`src/rtl/mem_port_arbiter_pkg.sv`:
```
// rtl/mem_port_arbiter_pkg.sv - shared types and defaults for the memory port arbiter
package mem_port_arbiter_pkg;

  typedef enum logic [1:0] {
    IDLE  = 2'd0,
    IRESP = 2'd1,
    DRESP = 2'd2
  } arb_state_e;

  localparam int STARVE_LIMIT_DEFAULT = 4;

  function automatic int starve_w(input int limit);
    return $clog2(limit + 1);
  endfunction

endpackage

```
`src/rtl/mem_port_arbiter_if.sv`:
```
// rtl/mem_port_arbiter_if.sv - Avalon-MM style read/write bus bundle
interface mem_port_arbiter_if #(
  parameter int AW = 32,
  parameter int DW = 32
);
  logic            read;
  logic            write;
  logic [AW-1:0]   address;
  logic [DW-1:0]   writedata;
  logic [DW/8-1:0] byteenable;
  logic            waitrequest;
  logic            rvalid;
  logic [DW-1:0]   readdata;

  modport master (
    output read, write, address, writedata, byteenable,
    input  waitrequest, rvalid, readdata
  );

  modport slave (
    input  read, write, address, writedata, byteenable,
    output waitrequest, rvalid, readdata
  );
endinterface

```
`src/rtl/mem_port_arbiter_arb_pick.sv`:
```
// rtl/mem_port_arbiter_arb_pick.sv - two-way priority select, dbus first unless ibus is starved
module arb_pick (
  input  logic ibus_req,
  input  logic dbus_req,
  input  logic starved,
  output logic grant_i,
  output logic grant_d
);

  assign grant_i = ibus_req & (~dbus_req | starved);
  assign grant_d = dbus_req & ~grant_i;

endmodule

```
`src/rtl/mem_port_arbiter.sv`:
```
// rtl/mem_port_arbiter.sv - shares one memory port between fetch and data buses
module mem_port_arbiter
  import mem_port_arbiter_pkg::*;
#(
  parameter int AW           = 32,
  parameter int DW           = 32,
  parameter int STARVE_LIMIT = STARVE_LIMIT_DEFAULT
) (
  input  logic                clk,
  input  logic                rst,
  mem_port_arbiter_if.slave   ibus,
  mem_port_arbiter_if.slave   dbus,
  mem_port_arbiter_if.master  mbus
);

  localparam int            CW    = starve_w(STARVE_LIMIT);
  localparam logic [CW-1:0] LIMIT = CW'(STARVE_LIMIT);

  arb_state_e    state_q, state_d;
  logic [CW-1:0] starve_q, starve_d;
  logic          dbus_req;
  logic          starved;
  logic          grant_i, grant_d;

  assign dbus_req = dbus.read | dbus.write;
  assign starved  = (starve_q == LIMIT);

  arb_pick u_pick (
    .ibus_req (ibus.read),
    .dbus_req (dbus_req),
    .starved  (starved),
    .grant_i  (grant_i),
    .grant_d  (grant_d)
  );

  always_ff @(posedge clk or posedge rst) begin
    if (rst) begin
      state_q  <= IDLE;
      starve_q <= '0;
    end else begin
      state_q  <= state_d;
      starve_q <= starve_d;
    end
  end

  always_comb begin
    state_d          = state_q;
    starve_d         = starve_q;
    mbus.read        = 1'b0;
    mbus.write       = 1'b0;
    mbus.address     = '0;
    mbus.writedata   = '0;
    mbus.byteenable  = '0;
    ibus.waitrequest = 1'b1;
    dbus.waitrequest = 1'b1;
    ibus.rvalid      = 1'b0;
    ibus.readdata    = '0;
    dbus.rvalid      = 1'b0;
    dbus.readdata    = '0;

    // Outputs are held at their reset values for as long as rst is high.
    if (!rst) begin
      unique case (state_q)
        IDLE: begin
          if (grant_i) begin
            mbus.read        = 1'b1;
            mbus.address     = ibus.address;
            mbus.byteenable  = '1;
            ibus.waitrequest = mbus.waitrequest;
            if (!mbus.waitrequest) begin
              state_d  = IRESP;
              starve_d = '0;
            end
          end else if (grant_d) begin
            mbus.read        = dbus.read;
            mbus.write       = dbus.write;
            mbus.address     = dbus.address;
            mbus.writedata   = dbus.writedata;
            mbus.byteenable  = dbus.byteenable;
            dbus.waitrequest = mbus.waitrequest;
            if (!mbus.waitrequest) begin
              if (dbus.read) state_d = DRESP;
              if (ibus.read && !starved) starve_d = starve_q + CW'(1);
            end
          end
        end
        IRESP: begin
          if (mbus.rvalid) begin
            ibus.rvalid   = 1'b1;
            ibus.readdata = mbus.readdata;
            state_d       = IDLE;
          end
        end
        DRESP: begin
          if (mbus.rvalid) begin
            dbus.rvalid   = 1'b1;
            dbus.readdata = mbus.readdata;
            state_d       = IDLE;
          end
        end
        default: state_d = IDLE;
      endcase

      // Starvation only counts while a fetch is actually waiting.
      if (!ibus.read) starve_d = '0;
    end
  end

endmodule

```
`src/flat_wrapper.sv`:
```
// flat-port wrapper written by rule: the top's interface ports become plain ports
module mem_port_arbiter_flat import mem_port_arbiter_pkg::*;
#(
  parameter int AW           = 32,
  parameter int DW           = 32,
  parameter int STARVE_LIMIT = STARVE_LIMIT_DEFAULT
)
  (clk, rst, ibus_read, ibus_write, ibus_address, ibus_writedata, ibus_byteenable, ibus_waitrequest, ibus_rvalid, ibus_readdata, dbus_read, dbus_write, dbus_address, dbus_writedata, dbus_byteenable, dbus_waitrequest, dbus_rvalid, dbus_readdata, mbus_read, mbus_write, mbus_address, mbus_writedata, mbus_byteenable, mbus_waitrequest, mbus_rvalid, mbus_readdata);
  mem_port_arbiter_if #(.AW(AW), .DW(DW)) ibus_i ();
  mem_port_arbiter_if #(.AW(AW), .DW(DW)) dbus_i ();
  mem_port_arbiter_if #(.AW(AW), .DW(DW)) mbus_i ();
  input  logic clk;
  input  logic rst;
  input wire logic [$bits(ibus_i.read)-1:0] ibus_read;
  input wire logic [$bits(ibus_i.write)-1:0] ibus_write;
  input wire logic [$bits(ibus_i.address)-1:0] ibus_address;
  input wire logic [$bits(ibus_i.writedata)-1:0] ibus_writedata;
  input wire logic [$bits(ibus_i.byteenable)-1:0] ibus_byteenable;
  output wire logic [$bits(ibus_i.waitrequest)-1:0] ibus_waitrequest;
  output wire logic [$bits(ibus_i.rvalid)-1:0] ibus_rvalid;
  output wire logic [$bits(ibus_i.readdata)-1:0] ibus_readdata;
  input wire logic [$bits(dbus_i.read)-1:0] dbus_read;
  input wire logic [$bits(dbus_i.write)-1:0] dbus_write;
  input wire logic [$bits(dbus_i.address)-1:0] dbus_address;
  input wire logic [$bits(dbus_i.writedata)-1:0] dbus_writedata;
  input wire logic [$bits(dbus_i.byteenable)-1:0] dbus_byteenable;
  output wire logic [$bits(dbus_i.waitrequest)-1:0] dbus_waitrequest;
  output wire logic [$bits(dbus_i.rvalid)-1:0] dbus_rvalid;
  output wire logic [$bits(dbus_i.readdata)-1:0] dbus_readdata;
  output wire logic [$bits(mbus_i.read)-1:0] mbus_read;
  output wire logic [$bits(mbus_i.write)-1:0] mbus_write;
  output wire logic [$bits(mbus_i.address)-1:0] mbus_address;
  output wire logic [$bits(mbus_i.writedata)-1:0] mbus_writedata;
  output wire logic [$bits(mbus_i.byteenable)-1:0] mbus_byteenable;
  input wire logic [$bits(mbus_i.waitrequest)-1:0] mbus_waitrequest;
  input wire logic [$bits(mbus_i.rvalid)-1:0] mbus_rvalid;
  input wire logic [$bits(mbus_i.readdata)-1:0] mbus_readdata;
  assign ibus_i.read = ibus_read;
  assign ibus_i.write = ibus_write;
  assign ibus_i.address = ibus_address;
  assign ibus_i.writedata = ibus_writedata;
  assign ibus_i.byteenable = ibus_byteenable;
  assign ibus_waitrequest = ibus_i.waitrequest;
  assign ibus_rvalid = ibus_i.rvalid;
  assign ibus_readdata = ibus_i.readdata;
  assign dbus_i.read = dbus_read;
  assign dbus_i.write = dbus_write;
  assign dbus_i.address = dbus_address;
  assign dbus_i.writedata = dbus_writedata;
  assign dbus_i.byteenable = dbus_byteenable;
  assign dbus_waitrequest = dbus_i.waitrequest;
  assign dbus_rvalid = dbus_i.rvalid;
  assign dbus_readdata = dbus_i.readdata;
  assign mbus_read = mbus_i.read;
  assign mbus_write = mbus_i.write;
  assign mbus_address = mbus_i.address;
  assign mbus_writedata = mbus_i.writedata;
  assign mbus_byteenable = mbus_i.byteenable;
  assign mbus_i.waitrequest = mbus_waitrequest;
  assign mbus_i.rvalid = mbus_rvalid;
  assign mbus_i.readdata = mbus_readdata;
  mem_port_arbiter #(.AW(AW), .DW(DW), .STARVE_LIMIT(STARVE_LIMIT)) u_core (.clk(clk), .rst(rst), .ibus(ibus_i), .dbus(dbus_i), .mbus(mbus_i));
endmodule
```
`config.mk`:
```
export PLATFORM = sky130hd
export DESIGN_NAME = mem_port_arbiter_flat
export DESIGN_NICKNAME = d
export VERILOG_FILES = /design/src/rtl/mem_port_arbiter_pkg.sv /design/src/rtl/mem_port_arbiter_if.sv /design/src/rtl/mem_port_arbiter_arb_pick.sv /design/src/rtl/mem_port_arbiter.sv /design/src/flat_wrapper.sv
export SDC_FILE = /design/constraint.sdc
export NUM_CORES = 1
export LEC_CHECK = 0
export BUFFER_PORTS_ARGS = -buffer_cell sky130_fd_sc_hd__clkbuf_2
export CORE_AREA = 2 2 121 123
export CTS_CLUSTER_SIZE = 8
export DETAILED_ROUTE_END_ITERATION = 8
export DIE_AREA = 0 0 123 125
export PLACE_DENSITY_LB_ADDON = 0.15
export SETUP_SLACK_MARGIN = 0.4
export SLEW_MARGIN = 20
export SYNTH_ARGS = -nofsm -noshare
export SYNTH_HDL_FRONTEND = slang
export SYNTH_HIERARCHICAL = 1
export SYNTH_SLANG_ARGS = --single-unit
```
`constraint.sdc`:
```
create_clock -name clk -period 3.3 [get_ports clk]
set_input_delay 0.66 -clock clk [delete_from_list [all_inputs] [get_ports clk]]
set_output_delay 0.66 -clock clk [all_outputs]
set_load 0.01 [all_outputs]
```
==> results, run 1 <==
- The first global-routing pass estimated 11.2 mm of wire.
- Synthesis handed over a netlist of 209 instances.
- Of the total synthesized cell area, the portion taken by XOR and XNOR cells is 0%.
- After synthesis, the share of flip-flops with an asynchronous set or reset is 100%.
- The share of final-layout standard cells stronger than drive strength 1 is 62.2%.
- The synthesized-area fraction occupied by and/or/nand/nor cells is 50.9%.
- The first-pass iteration count of the detailed router is 4.
- The die width is 123 um.
- The areal power density over the cells is 401 nW/um2.
- The leakage power is 2.01 nW.
- The final setup slack of the worst path is 0.529 ns.
- Detailed routing inserted a total of 2572 vias.
- The worst slew margin relative to its limit is 80.9%.
- The total wirelength of the detailed-routed design is 8.24 mm.
- The category of the most critical setup path is reg -> out.
- The worst setup path is launched from a flip-flop.
- Setup violations remaining at the end of the flow were counted as 0.
- The share of the clock period used by the worst path is 84.0%.
- The flop-to-flop setup slack is 1.09 ns.
- The highest fanout seen on the critical path is 23.
- The synthesized design contains 5 register bits.
- The standard cell with the maximum stage delay on the critical path is sky130_fd_sc_hd__dfrtp_1.
- Entering global routing, the biggest net connects 47 pins.
- The final hold violation count is 0.
- The total of fill cells in the finished design is 1578.
- The net count after synthesis is 390.
- Row generation in the floorplan step produced 44 rows.
- The number of max-cap violations is 0.
- The endpoint required time on the critical path is 2.64 ns.
- In this run the number of H-tree levels came out at 1.
- Static timing analysis puts the maximum clock frequency at 0.361 GHz.
- The startpoint identified for the worst register-to-register timing path is u_core/starve_q[1]$_DFFE_PP0P_.
- The synthesized netlist devotes 4.30% of its cell area to adder and majority cells.
- Walking the worst path, the cells encountered are inv_1 > ha_1 > and2_2 > inv_1 > a21boi_4 > nor3b_4 > buf_12 > buf_16 > a22o_1 > clkbuf_2.
- The latest clock arrival within the worst-skew pair is 0.22 ns.
- In the final timing run, aggregate negative setup slack is 0 ns.
- The most used flip-flop cell after synthesis is sky130_fd_sc_hd__dfrtp_1.
- The mux cell area share after synthesis is 0.687%.
- TritonCTS built the clock tree.
- The worst reg2reg path depth is 10.
- The total die area is 15400 um2.
- The flow ran to the end, and the final reports show no timing, DRC or antenna violations.
- The number of primary I/O pins is 314.
- The cell type with the highest occurrence count on the critical path is sky130_fd_sc_hd__inv_1.
- The global-route usage over all layers is 9.01%.
- The tightest hold path in the finished design has a slack of 0.381 ns.
- The remaining design rule violation count is 0.
- The number of antenna violations at the first check in global routing came to 0.
- For this run, the number of Yosys warnings is 6.
- In this run, the number of DRC markers left after iteration 0 of detailed routing was 45.
- After synthesis, flip-flops and latches occupy 8.59% of the total area.
- For the final database, setup skew stands at 0.00128 ns.
- The number of global-route vias before repair was 2345.
- The library cell used most frequently in the layout, excluding fill and tap cells, is sky130_fd_sc_hd__clkbuf_2.
- Using the TritonRoute via totals, the vias-per-cell ratio works out to 3.82.
- The count of pins over their slew limit is 0.
- The unique cell type count in the Yosys netlist is 28.
- Clock-pin slew was measured on the worst setup and hold paths at 0.03 ns.
- The largest family of logic cells by synthesized area is simple AND/OR/NAND/NOR gates.
- The endpoint class of the critical path is an output port.
- The worst-case clock buffer depth is 2.
- The slew at the pin closest to its max-slew limit is 0.286 ns.
- The starting density of the core is 10.3%.
- In this run the worst hold path is classified as in -> async.
- Summing the areas of all compound-gate instances in the mapped netlist gives 27.3% of the synthesized area.
- The total area inside the core boundary comes to 14200 um2.
- CTS placed an instance of sky130_fd_sc_hd__clkbuf_16 at the clock tree root.
- At the end of routability-driven placement, the weighted congestion stood at 0.723.
- Setup repair after global routing left no endpoint under its margin.
- The number of clock buffers inserted by TritonCTS is 3.
- Once detail routing completed, the nets flagged for antenna violations numbered 0.
- The height of the die is 125 um.
- The repair_antennas step left the layout with diodes totalling 0.
- Relative to the synthesized area, the layout overhead comes to 127%.
- The HPWL after detailed placement is 6.88 mm.
- The number of synthesized flops with an enable pin is 0.
- The worst setup slack after placement is 0.0504 ns.
- For this run the aggregate overflow at the end of global routing stands at 0.
- The final-stage net count is 671.
- The mean post-synth cell area is 6.97 um2.
- The endpoint of the most critical register-to-register path is u_core/starve_q[2]$_DFFE_PP0P_.
- The peak supply drop is 0.000207 V.
- The worst path in the final design needs a cycle of 2.77 ns, including I/O delays and setup.
- Leaving out fill and tap cells, the most frequent cells in the layout are sky130_fd_sc_hd__clkbuf_2 (276), sky130_fd_sc_hd__and2_1 (97), sky130_fd_sc_hd__a22o_1 (32).
- The CTS sink count is 5.
- The synthesized netlist occupies a cell area of 1460 um2.
- The largest incremental delay on the critical path is 0.38 ns.
- STA puts the critical path data arrival time at 2.11 ns.
- In the final routed layout, each cell accounts on average for 12.2 um.
- The number of buffers added on ports is 276.
cell usage after synthesis (all sizes together) (2+ instances only):
cell	number	area share [%]
nand2	7	1.8
nand2b	2	1.0
a21oi	8	2.7
a21boi	2	1.0
buf	11	4.4
a22o	32	19
and2	98	42
nor2b	3	1.3
clkbuf	6	1.5
a221o	2	1.4
dfrtp	5	8.6
ha	5	4.3
and3	2	0.86
inv	9	2.3
nor2	7	1.8
o21ai	3	1.0
where the power goes:
| group | internal (W) | switching, W |
|---|---|---|
| clock | 0.000160 | 0.0000369 |
| combinational | 0.000498 | 0.000526 |
| sequential | 0.0000883 | 0.0000186 |
| total | 0.000747 | 0.000581 |
layout make-up:
cell class / count / area, um2 / share of cell area (%)
clock buffer: 4 / 78.8 / 2.38
inverter: 9 / 33.8 / 1.02
multi-input combinational: 179 / 1260 / 38.1
sequential: 5 / 125 / 3.78
tap: 184 / 230 / 6.96
timing repair buffer: 292 / 1580 / 47.8
flip-flops by register name, indices dropped and copies added, names as in the netlist:
| register | count |
|---|---|
| u_core/starve_q | 3 |
| u_core/state_q | 2 |
layer usage:
metal  GRT usage, %  routed length [um]
met4           1.14                  34
met2           18.8                4360
met3           1.60                 941
met1           9.21                2900
met5              0                   0
timing repair:
| action | in CTS | in global routing |
|---|---|---|
| pin swaps | 1 | 3 |
| setup endpoints to repair | 66 | 64 |
| hold buffers | 0 | 0 |
| gates resized for setup | 5 | 4 |
| gates cloned | 1 | 2 |
| setup buffers | 3 | 3 |
worst max path at each step:
stage	start	end	slack (ns)	depth (start not counted)
6_report	u_core/starve_q[1]$_DFFE_PP0P_	mbus_address[29]	0.53	10
5_1_grt	u_core/starve_q[1]$_DFFE_PP0P_	mbus_address[13]	0.40	10
4_1_cts	u_core/starve_q[0]$_DFFE_PP0P_	mbus_address[13]	0.41	10
3_5_place_dp	dbus_read	mbus_address[29]	0.05	7
3_3_place_gp	dbus_read	mbus_address[0]	0.02	7
2_1_floorplan	dbus_read	mbus_writedata[22]	0.55	6
critical path, delay by kind of cell, from the launching register on:
family	cells	cell delay, ns
AOI/OAI and AO/OA	2	0.52
DFF	1	0.38
and+or+nand+nor	2	0.27
buffers and inverters	5	0.59
adders and majority gates	1	0.13
stage by stage:
step | util, % | area, um2 | cells | power (W)
after floorplan | - | 1460 | 209 | 0.000634
after global placement | 21.7 | 3080 | 660 | 0.00103
after detailed placement | 21.7 | 3080 | 660 | 0.00103
after CTS | 22.7 | 3220 | 668 | 0.00128
after global routing | 23.3 | 3310 | 673 | 0.00145
final | 23.3 | 3310 | 673 | 0.00133
cell families (layout without fill, tap and decap cells):
kind of cell | after synthesis | after routing
simple gates | 122 | 123
compound gates | 50 | 50
buf+inv | 26 | 305
fa+ha+maj | 5 | 5
flops | 5 | 5
mux | 1 | 1
(Power assumes the default switching activity.)
==> inputs of run 2 (changes only) <==
Settings changed: CORE_AREA 2 2 121 123 to 2 2 123 125, DIE_AREA 0 0 123 125 to 0 0 125 127.
Clock period 3.3 ns to 2.51 ns, I/O delays scaled along.
==> results, run 2 (synthesis gave the netlist of run 1 again) <==
- The flow ran to the end, but the final reports show violations.
- The final reports fail on negative setup slack.
- The cell type with the highest occurrence count on the critical path is sky130_fd_sc_hd__inv_2.
- The remaining antenna violation count is 0.
- The pin count of the biggest net entering global routing is 34.
- The number of flip-flops under the largest register name is 3.
- Along the worst path, the maximum fanout reaches 7.
- In this run the power spent charging and discharging nets is 0.000914 W.
- The worst setup path is launched from a flip-flop.
- The timing-limited maximum frequency is 0.392 GHz.
- The leakage power is 2.36 nW.
- The launch point of the worst reg-to-reg path is u_core/starve_q[1]$_DFFE_PP0P_.
- The number of clock buffers added by TritonCTS is 3.
- VDD sags by at most 0.000522 V.
- The latest clock arrival within the worst-skew pair is 0.22 ns.
- Row generation in the floorplan step produced 44 rows.
- Leaving out fill and tap cells, the most frequent cell in the layout is sky130_fd_sc_hd__clkbuf_2.
- The remaining design rule violation count is 0.
- The final total power is 0.00235 W.
- The congestion estimate from routability-driven global placement came to 0.692.
- The combinational group share of total power is 82.9%.
- The leftover overflow at the end of global routing is 0.
- Summed over all nets, the half-perimeter wirelength after detailed placement is 6.72 mm.
- Global routing used 9.75% of the available tracks.
- The largest individual stage delay along the critical path comes from the cell sky130_fd_sc_hd__dfrtp_1.
- The tree is rooted in a sky130_fd_sc_hd__clkbuf_16.
- The H-tree level count is 1.
- The worst slew margin relative to its limit is 80.7%.
- Once the floorplan was initialized, standard cells occupied 10.1% of the core.
- The number of buffers and inverters on the critical path is 7.
- The die width is 125 um.
- Across the routed clock network, the largest skew measured is 0.000258 ns.
- The share of final-layout standard cells stronger than drive strength 1 is 73.2%.
- The worst setup path is captured at an output port.
- The largest registers in the layout are u_core/starve_q x3, u_core/state_q x2.
- The family with the most delay on the worst path is buffers and inverters.
- The area growth from synthesis to layout is 182%.
- The CTS sink count is 5.
- The number of antenna repair diodes is 0.
- 314 I/O pins were placed.
- Clock-pin slew was measured on the worst setup and hold paths at 0.03 ns.
- The worst reg2reg path depth is 12.
- The die covers 15900 um2.
- By startpoint and endpoint, the worst setup path is classified as reg -> out.
- Counting I/O delays and the setup requirement, the final critical path takes 2.55 ns.
- Dividing the final minimum period by the clock period gives 102%.
- The worst min-delay path class is in -> async.
- The internal power of the cells totals 0.00144 W.
- The flop-to-flop setup slack is 0.33 ns.
- The first-pass iteration count of the detailed router is 4.
- After clock tree synthesis, the flow added hold-fix buffers numbering 0.
- TritonCTS built the clock tree.
- The final count of negative-setup-slack endpoints is 19.
- The total area inside the core boundary comes to 14400 um2.
- For the pin with the worst max-slew slack, the measured transition is 0.290 ns.
- Power spread over the standard cell area amounts to 573 nW/um2.
- The worst register-to-register path ends at u_core/starve_q[2]$_DFFE_PP0P_.
- The count of pins over their slew limit is 0.
- The data arrival time at the worst-slack endpoint is 2.05 ns.
- The library cells used most frequently in the layout, excluding fill and tap cells, are sky130_fd_sc_hd__clkbuf_2 (205), sky130_fd_sc_hd__and2_1 (64), sky130_fd_sc_hd__buf_2 (34), sky130_fd_sc_hd__and2_4 (34), sky130_fd_sc_hd__a22o_1 (32).
- The net count of the finished layout is 693.
- The largest register by flop count is u_core/starve_q.
- The routed length per instance is 13.1 um.
- The number of max-cap violations is 0.
- The number of buffers added on ports is 276.
- The final hold violation count is 0.
- The number of global-route vias before repair is 2591.
- Of the total power, the share spent switching nets is 38.9%.
- The total wirelength of the detailed-routed design is 9.11 mm.
- The worst setup slack after placement is 0.0485 ns.
- The number of antenna violations at the first check in global routing is 0.
- The final setup slack of the worst path is -0.0423 ns.
- Setup total negative slack on the finished layout was measured at -0.338 ns.
- The largest incremental delay on the critical path is 0.38 ns.
- The routed layout has 2684 vias.
- The floorplan step set the die height to 127 um.
- For the worst setup path, the data required time is 2.01 ns.
- The clock share of power is 11.0%.
- Setup repair after global routing could not meet its margin everywhere.
- The clock passes through at most 2 buffers.
- In this run, the number of DRC markers left after iteration 0 of detailed routing was 45.
- Traced cell by cell, the critical path runs through inv_2 > ha_4 > and2_4 > inv_2 > a21boi_4 > buf_4 > nor3b_4 > buf_6 > buf_12 > buf_16 > a22o_1 > buf_2.
- The share of total power dissipated in sequential elements is 6.1%.
- The ratio of routed vias to standard cells is 3.86.
- The first global-routing pass estimated 12.9 mm of wire.
[run 2: cell count changes in the layout (fill, tap and decap cells not counted), sizes merged]
cell	before	now
clkbuf	282	213
buf	14	106
nor3b	2	1
[run 2: routing by layer]
layer,vias up,track usage [%],wire (um)
met1,1260,11.0,3530
met3,2,1.84,597
li1,1308,-,-
met4,0,0.196,40
met2,114,19.9,4950
met5,-,0,0
[run 2: power groups by stage]
| stage | Clock (W) | Sequential, W | Combinational (W) |
|---|---|---|---|
| floorplan | 0 | 0.000137 | 0.000829 |
| global placement | 0 | 0.000144 | 0.00129 |
| detailed placement | 0 | 0.000144 | 0.00130 |
| CTS | 0.000264 | 0.000142 | 0.00171 |
| global route | 0.000275 | 0.000148 | 0.00211 |
| finish | 0.000258 | 0.000144 | 0.00195 |
[run 2: worst reg2reg max path: cells and delay by family, from the launching register on]
kind | cells | cell delay, ns
adders and majority gates | 1 | 0.14
and+or+nand+nor | 2 | 0.20
DFF | 1 | 0.36
buffers and inverters | 5 | 0.50
AOI/OAI and AO/OA | 4 | 0.87
[run 2: timing repair]
item	in CTS	in global routing
resized for setup	41	112
pin swaps	13	22
gates cloned	5	4
buffers inserted	18	3
setup endpoints to repair	73	139
[run 2: area by class of cell]
type                    count  area, um2
fillers                  1584      10300
repair buffers            315       2240
multi-input cells         178       1390
well taps                 184        230
flip-flops and latches      5        125
clock buffers               4       78.8
inverters                   9       36.3
[run 2: worst max-delay path by stage]
stage,from,endpoint,depth (start not counted)
finish,u_core/starve_q[1]$_DFFE_PP0P_,mbus_address[22],12
global route,u_core/starve_q[1]$_DFFE_PP0P_,mbus_address[22],11
CTS,u_core/starve_q[0]$_DFFE_PP0P_,mbus_address[7],13
detailed placement,u_core/starve_q[0]$_DFFE_PP0P_,mbus_writedata[30],8
global placement,dbus_read,mbus_writedata[30],7
floorplan,u_core/starve_q[0]$_DFFE_PP0P_,mbus_writedata[22],8
[run 2: metrics by stage]
step	utilization (%)	hold WS [ns]	instances	instance area, um2
floorplan	-	0.291	209	1600
global placement	22.1	0.544	661	3180
detailed placement	22.1	0.547	661	3180
CTS	26.1	0.323	688	3760
global route	28.4	0.340	695	4100
finish	28.4	0.313	695	4100
==> inputs of run 3 (changes only) <==
Settings changed: CORE_AREA 2 2 123 125 to 3 3 121 123, DIE_AREA 0 0 125 127 to 0 0 124 126.
==> results, run 3 (synthesis gave the netlist of run 1 again) <==
- The run finished with clean final reports.
- The number of flip-flops under the largest register name is 3.
- The worst-case clock buffer depth is 2.
- Once the floorplan was initialized, standard cells occupied 10.6% of the core.
- The final hold violation count was 0.
- The number of placement rows is 43.
- The final count of negative-setup-slack endpoints is 0.
- At the pin with the least slew margin, the transition time is 0.284 ns.
- The TritonCTS clock tree is done.
- The HPWL after detailed placement is 6.99 mm.
- The area added between synthesis and finish is 170%.
- The worst slew margin relative to its limit is 81.1%.
- The floorplan step defined a core boundary enclosing 13800 um2.
- The count of pins over their slew limit is 0.
- The critical path in this run is classified as reg -> out.
- In this run the power density over the cells is 561 nW/um2.
- In this run, the number of DRC markers left after iteration 0 of detailed routing was 99.
- The worst setup path is captured at an output port.
- The latest clock arrival within the worst-skew pair is 0.23 ns.
- The remaining antenna violation count is 0.
- For this design the total switching power over the nets is 0.000867 W.
- The number of global-route vias before repair is 2494.
- Static timing analysis puts the maximum clock frequency at 0.402 GHz.
- The element type at the critical path start is a flip-flop.
- In the final layout, the registers with the most flip-flops are u_core/starve_q x3, u_core/state_q x2.
- After detailed routing, the total wire length is 8.99 mm.
- The endpoint of the most critical register-to-register path is u_core/starve_q[0]$_DFFE_PP0P_.
- The combinational group share of total power is 81.9%.
- The height of the die is 126 um.
- The floorplan step defined a die boundary enclosing 15600 um2.
- The remaining design rule violation count is 0.
- The via total after detailed routing is 2643.
- The worst min-delay path class is in -> async.
- The highest fanout seen on the critical path is 8.
- The flop-to-flop setup slack is 0.25 ns.
- The number of antenna violations at the first check in global routing was 0.
- The largest incremental delay on the critical path is 0.38 ns.
- The share of the clock period used by the worst path is 99.0%.
- The pin count of the biggest net entering global routing is 34.
- The quantity of hold-fixing buffers added after cts is 0.
- After detailed routing, the number of vias per cell comes to 3.85.
- The endpoint required time on the critical path is 2.01 ns.
- The worst setup slack after placement is -0.0178 ns.
- The top cell types in the final layout, fill and taps aside, are sky130_fd_sc_hd__clkbuf_2 (219), sky130_fd_sc_hd__and2_1 (68), sky130_fd_sc_hd__buf_6 (35).
- Summed over all layers, the global routing overflow is 0.
- The family with the most delay on the worst path is buffers and inverters.
- The die width is 124 um.
- Across the run, the number of max-cap violations was 0.
- After the last flow step, the layout net total stands at 689.
- The count of buffers added on input and output ports is 276.
- The cell sitting at the root of the clock tree is a sky130_fd_sc_hd__clkbuf_16.
- For this run, the detailed router's first-pass iteration total came to 4.
- The clock skew after layout is 0.00121 ns.
- The analysis attributes to cell leakage a power of 2.29 nW.
- The CTS sink count is 5.
- The share of final-layout standard cells stronger than drive strength 1 is 71.0%.
- The data arrival time at the worst-slack endpoint is 1.98 ns.
- The sequential share of power is 6.4%.
- The clock input transition at the sequential cells of the worst setup and hold paths is 0.03 ns.
- The largest register by flop count is u_core/starve_q.
- The global-route usage over all layers is 9.66%.
- The cell type with the highest occurrence count on the critical path is sky130_fd_sc_hd__inv_2.
- The number of primary I/O pins is 314.
- CTS built an H-tree with a depth of 1.
- Routability-driven placement finished with a final weighted congestion of 0.751.
- The worst-case IR drop observed on VDD is 0.000592 V.
- The global-route wire length before repair is 12.4 mm.
- The critical path goes through inv_2 > ha_4 > and2_4 > inv_4 > a21boi_4 > inv_2 > nor2_4 > buf_12 > buf_16 > a22o_1 > buf_2.
- The most common cell after layout, fill and taps aside is sky130_fd_sc_hd__clkbuf_2.
- Total power for the finished layout comes to 0.00221 W.
- The standard cell with the maximum stage delay on the critical path is sky130_fd_sc_hd__dfrtp_1.
- The launch point of the worst reg-to-reg path is u_core/starve_q[1]$_DFFE_PP0P_.
- The internal power contribution is 0.00134 W.
- The clock network is responsible for 11.7% of the overall power.
- Setup slack closes at 0.0255 ns.
- The routed length per instance is 13.1 um.
- Setup repair after global routing could not meet its margin everywhere.
- The post-layout minimum cycle time is 2.48 ns.
- The worst reg2reg path depth is 14.
- The number of antenna diodes in the final layout is 0.
- The number of clock buffers inserted by TritonCTS is 3.
- The number of buffers and inverters on the critical path is 6.
- The switching fraction of total power is 39.3%.
-- run 3: changes by cell type in the layout (fill, tap and decap cells not counted), sizes merged --
cell	before	now
clkbuf	213	227
buf	106	88
-- run 3: layout make-up --
cell class	count	area [um2]
sequential	5	125
inverter	9	36.3
clock buffer	4	78.8
multi-input combinational	178	1360
timing repair buffer	311	2110
fill	1497	9840
tap	180	225
-- run 3: per-stage QoR --
step	hold slack, ns	std cells	setup TNS, ns	util [%]	cell area (um2)
after floorplan	0.291	209	0	-	1600
after global placement	0.544	662	0	23.5	3240
after detailed placement	0.561	662	-0.0440	23.5	3240
after CTS	0.416	681	0	26.0	3580
after global routing	0.461	687	-2.51	28.6	3930
final	0.411	687	0	28.6	3930
-- run 3: worst max-delay path by stage --
| stage | from | end | slack (ns) | cells past startpoint |
|---|---|---|---|---|
| after floorplan | u_core/starve_q[0]$_DFFE_PP0P_ | mbus_writedata[22] | 0.40 | 8 |
| after global placement | dbus_read | mbus_address[5] | 0.02 | 7 |
| after detailed placement | dbus_read | mbus_address[5] | -0.02 | 7 |
| after CTS | u_core/starve_q[1]$_DFFE_PP0P_ | mbus_address[5] | 0.03 | 9 |
| after global routing | u_core/starve_q[1]$_DFFE_PP0P_ | mbus_address[23] | -0.08 | 11 |
| final | u_core/starve_q[0]$_DFFE_PP0P_ | mbus_address[29] | 0.03 | 11 |
-- run 3: power groups by stage --
stage | combinational [W] | clock [W] | sequential [W]
5_1_grt | 0.00196 | 0.000270 | 0.000148
3_3_place_gp | 0.00135 | 0 | 0.000140
3_5_place_dp | 0.00136 | 0 | 0.000141
2_1_floorplan | 0.000829 | 0 | 0.000137
4_1_cts | 0.00159 | 0.000263 | 0.000142
6_report | 0.00181 | 0.000258 | 0.000142
-- run 3: what timing repair did --
action	in CTS	in global routing
gates cloned	4	5
pin swaps	6	17
resized for setup	15	105
hold endpoints to repair	0	0
endpoints found under the setup margin	73	79
setup buffers	11	1
-- run 3: worst min-delay path, cell delays in order --
cell and delay (ns):
sky130_fd_sc_hd__clkbuf_2 0.09, sky130_fd_sc_hd__buf_4 0.13, sky130_fd_sc_hd__inv_1 0.09, sky130_fd_sc_hd__buf_4 0.16
-- run 3: per-layer routing --
metal  vias to the layer above  wire, um  global-route usage (%)
li1                       1304         -                       -
met1                      1212      3330                    11.0
met2                       123      4910                    19.0
met3                         4       700                    1.84
met4                         0        47                   0.580
met5                         -         0                       0
